`config.mk`:
```
export PLATFORM = sky130hd
export DESIGN_NAME = sodor5_retire_fifo
export DESIGN_NICKNAME = d
export VERILOG_FILES = /design/src/rtl/sodor5_verif_pkg.sv /design/src/rtl/sodor5_retire_fifo.sv
export SDC_FILE = /design/constraint.sdc
export NUM_CORES = 1
export LEC_CHECK = 0
export CAP_MARGIN = 20
export CORE_ASPECT_RATIO = 1.5
export CORE_MARGIN = 3
export CORE_UTILIZATION = 55
export CTS_CLUSTER_SIZE = 10
export DETAILED_ROUTE_END_ITERATION = 12
export PLACE_DENSITY = 0.75
export SYNTH_ARGS = -nofsm -noshare
export SYNTH_HDL_FRONTEND = slang
export SYNTH_SLANG_ARGS = --single-unit
```
`constraint.sdc`:
```
create_clock -name clk -period 15.5 [get_ports clk]
set_input_delay 3.1 -clock clk [delete_from_list [all_inputs] [get_ports clk]]
set_output_delay 3.1 -clock clk [all_outputs]
set_load 0.01 [all_outputs]
```
`src/rtl/sodor5_verif_pkg.sv`:
```
// Shared types and defaults for the Sodor 5-stage retire-stream commit checker.
package sodor5_verif_pkg;

    typedef struct packed {
        logic [4:0]  rd;
        logic [31:0] data;
    } retire_t;

    typedef enum logic {
        RUN,
        HALT
    } chk_state_e;

    localparam int unsigned DEFAULT_DEPTH   = 8;
    localparam int unsigned DEFAULT_TIMEOUT = 64;

    // Writes to x0 are architecturally discarded, so only rd must agree there.
    function automatic logic retire_match(input retire_t a, input retire_t b);
        return (a.rd == b.rd) && ((a.rd == 5'd0) || (a.data == b.data));
    endfunction

endpackage

```
`src/rtl/sodor5_retire_fifo.sv`:
```
// Retire-entry FIFO with no backpressure; a push at full is dropped unless the
// same cycle also pops.
module sodor5_retire_fifo
    import sodor5_verif_pkg::*;
#(
    parameter int unsigned DEPTH = DEFAULT_DEPTH
) (
    input  logic    clk,
    input  logic    reset_n,
    input  logic    push,
    input  logic    pop,
    input  retire_t din,
    output retire_t dout,
    output logic    empty,
    output logic    full
);

    localparam int unsigned AW = $clog2(DEPTH);
    localparam logic [AW:0] PTR_ONE = (AW+1)'(1);

    retire_t     mem_q [DEPTH];
    logic [AW:0] wptr_q, wptr_d;
    logic [AW:0] rptr_q, rptr_d;
    logic        do_push, do_pop;

    always_comb begin
        empty   = (wptr_q == rptr_q);
        full    = (wptr_q[AW] != rptr_q[AW]) && (wptr_q[AW-1:0] == rptr_q[AW-1:0]);
        do_pop  = pop && !empty;
        do_push = push && (!full || do_pop);
        wptr_d  = do_push ? (wptr_q + PTR_ONE) : wptr_q;
        rptr_d  = do_pop  ? (rptr_q + PTR_ONE) : rptr_q;
        dout    = mem_q[rptr_q[AW-1:0]];
    end

    always_ff @(posedge clk or negedge reset_n) begin
        if (!reset_n) begin
            wptr_q <= '0;
            rptr_q <= '0;
        end else begin
            wptr_q <= wptr_d;
            rptr_q <= rptr_d;
        end
    end

    always_ff @(posedge clk) begin
        if (do_push) begin
            mem_q[wptr_q[AW-1:0]] <= din;
        end
    end

endmodule

```
==> results.md <==
* Setup crit start kind: flip-flop
* Layout cell share with drive strength beyond 1 at 27.7%
* Area of the core at about 0.021 mm²
* Initial Util at between 50 and 60%
* Grt ovf at 0
* Commonest cells in the netlist: edfxtp_1 (296), mux4_2 (65), mux2_4 (36), buf_2 (10), mux4_1 (9)
* DRT antenna net count at 0
* Global Route Usage Sum at a little under a fifth
* Final TNS setup at 0 ns
* Post-Syn Instances at around 490
* Critical path's top delay family: buffers and inverters
* Setup-failing EPs final at 0
* Count leader, synth: edfxtp_1
* CP Capture Type: output port
* Slew Limit Fails at 0
* Synth cell types at 32
* Setup repair bufs after CTS at 0
* Fmax at around 150 MHz
* Wirelength, routed at between 20000 and 25000 µm
* Clock sink count at about 300
* Post-cts resize count at 0
* Initial antenna violation count at 1
* Initial drt markers at just over 500
* Worst Hold Class: reg -> reg
* Post-synth ARST share at under 10%
* Min-Delay Startpoint: wptr_q[3]
* IO buf count at 79
* Pwr dens at between 150 and 200 mW/mm²
* CP cell instances: buf_4, buf_16, mux4_2, mux2_4, clkdlybuf4s50_1
* CP Class: reg -> out
* Cell count of the worst reg-to-reg path at 5
* Gp weighted congestion at 0.748
* Worst path max stage delay at 0.66 ns
* Worst path bufs/invs at 3
* Reg2reg start: rptr_q[2]
* Final period util at a little over two fifths
* Die area at 0.0234 mm²
* Critical-path maximum fanout at 30
* CTS clk-pin slew, worst paths at ~0.050 ns
* Row cnt at 65
* Fin Clk Skew at between 0.01 and 0.015 ns
* WL/cell at between 20 and 30 µm
* R2R Setup Slk at between 10 and 15 ns
* Actual slew at the worst max-slew pin at around 0.94 ns
* H-tree depth at 2
* Synthesized area at around 0.012 mm²
* Status: finished, final reports clean
* Hold path depth at 2
* DRC at 0
* Hold endpoint: wptr_q[3]
* Post-synthesis sequential area ratio at between 70% and 80%
* IO Count at 80
* Post-synth top area cell: edfxtp_1
* Post-DP HPWL at 11700 µm
* Final hold violation count at 0
* CP Data Arrival Time at roughly 3.5 ns
* CTS tree: built
* Post-DR vias/cell at ~6.0
* Die width at approximately 130 µm
* CTS Hold Buffers Added at 0
* Avg Cell Area, Syn at 24.4 µm²
* Peak supply drop at around 0.12 mV
* Worst reg2reg path endpoint: mem_q[0][23]
* Max-slew headroom at between 30% and 40%
* Hold Slack at ~0.64 ns
* Worst endpoint required time at 12.40 ns
* Fill count at around 1300
* Die height at around 190 µm
* First-pass GRT wire length at between 30000 and 40000 µm
* Number of synthesized flops with an enable pin at 296
* Leading cell types by total area after synthesis: edfxtp_1 (75%), mux4_2 (12%), mux2_4 (4.6%)
* Max Cap Viol at 0
* Fin worst setup slack at around 8.9 ns
* Layout Nets at about 640
* Syn Nets at around 530
* Via count at approximately 5300
* Initial DRT Pass Iterations at 5
* Clk buf depth at 3
* Area grow syn2layout at 18.0%
* Predominant post-synthesis flop cell: edfxtp_1
* Vias in the first global route at between 5000 and 6000
* Final worst path period need at 6.56 ns
* Static leakage at around 0.0046 µW
* Total CTS buffers at 36
* Largest net degree at the start of global routing at between 70 and 80
* Post-synth top area share at between 70 and 80%
* Synthesized flop and latch total at around 300
* RSZ-0062 raised after global routing: no
* Pre-CTS setup slack at 9.39 ns
* Critical-path top delay cell: dfrtp_4
* Worst skew pair latency at roughly 0.48 ns
* Yosys warning count at 0
* Clock root cell: clkbuf_16
[stage by stage]
| stage | utilization, % | total power (µW) | std cells | area (µm²) |
|---|---|---|---|---|
| 2_1_floorplan | - | 1730 | 486 | 11900 |
| 3_3_place_gp | 61.2 | 2000 | 820 | 12900 |
| 3_5_place_dp | 61.3 | 2030 | 821 | 13000 |
| 4_1_cts | 66.1 | 2780 | 873 | 14000 |
| 5_1_grt | 66.2 | 2860 | 875 | 14000 |
| 6_report | 66.2 | 2750 | 875 | 14000 |
[cell type report]
class | count | area, µm² | share of cell area (%)
antenna | 1 | 2.50 | 0.0179
clock buffer | 51 | 978 | 6.99
clock inverter | 1 | 30.0 | 0.215
inverter | 1 | 3.75 | 0.0268
multi-input combinational | 154 | 2600 | 18.5
sequential | 304 | 9100 | 65.0
tap | 268 | 335 | 2.40
timing repair buffer | 95 | 951 | 6.79
[layout by cell type (no fill, tap or decap), types with 2 or more instances in the layout]
cell and instances:
clkbuf_1 14, clkdlybuf4s50_1 79, dfrtp_4 3, ha_1 2, mux4_1 9, nor3_2 3
clkbuf_16 37, edfxtp_1 296, dfrtp_1 5, nor4_2 3, mux2_4 36, mux2_2 2
buf_16 2, o311ai_0 2, nor2_1 4, xnor2_1 8, nand2_1 5, buf_4 14
nand4_1 2, mux4_2 65, o31ai_1 2
[how the worst max path moves through the flow]
stage / from / endpoint / slack (ns) / cells past startpoint
finish: rptr_q[0] / dout[18] / 8.94 / 5
CTS: rptr_q[0] / dout[18] / 8.84 / 5
global placement: rptr_q[0] / dout[29] / 9.27 / 4
detailed placement: rptr_q[0] / dout[15] / 9.39 / 5
floorplan: pop / mem_q[3][0] / 7.59 / 3
global route: rptr_q[0] / dout[18] / 8.74 / 5
[per-layer routing]
| layer | part of all wire [%] | routed length [µm] | track usage, % |
|---|---|---|---|
| met2 | 54 | 11900 | 33.3 |
| met1 | 40 | 8760 | 25.8 |
| met3 | 4.4 | 971 | 2.56 |
| met4 | 2.2 | 493 | 5.88 |
| met5 | 0 | 0 | 0 |
[power by group]
group	switching [µW]	internal [µW]
logic	356	511
registers	103	1040
clock network	287	449
[logic make-up (layout without fill, tap and decap cells)]
logic type	count (synthesis)	count (layout)	share of synthesized area, %
adders and majority gates	2	2	0.211
and+or+nand+nor	23	23	0.981
muxes	113	113	19.2
xor gates and xnor gates	9	9	0.665
buffers and inverters	28	148	1.87
other	0	1	0
DFF	304	304	76.6
AOI/OAI and AO/OA	7	7	0.454
[flip-flops by register name, summed over array words and instances, names as in the netlist]
name	cells
mem_q	296
rptr_q	4
wptr_q	4
[worst min-delay path, cell delays in order, from the launching register on]
cell	delay [ns]
dfrtp_1	0.43
nand2_1	0.08
o311ai_0	0.09
No activity file was read; power rests on OpenSTA's default activity.
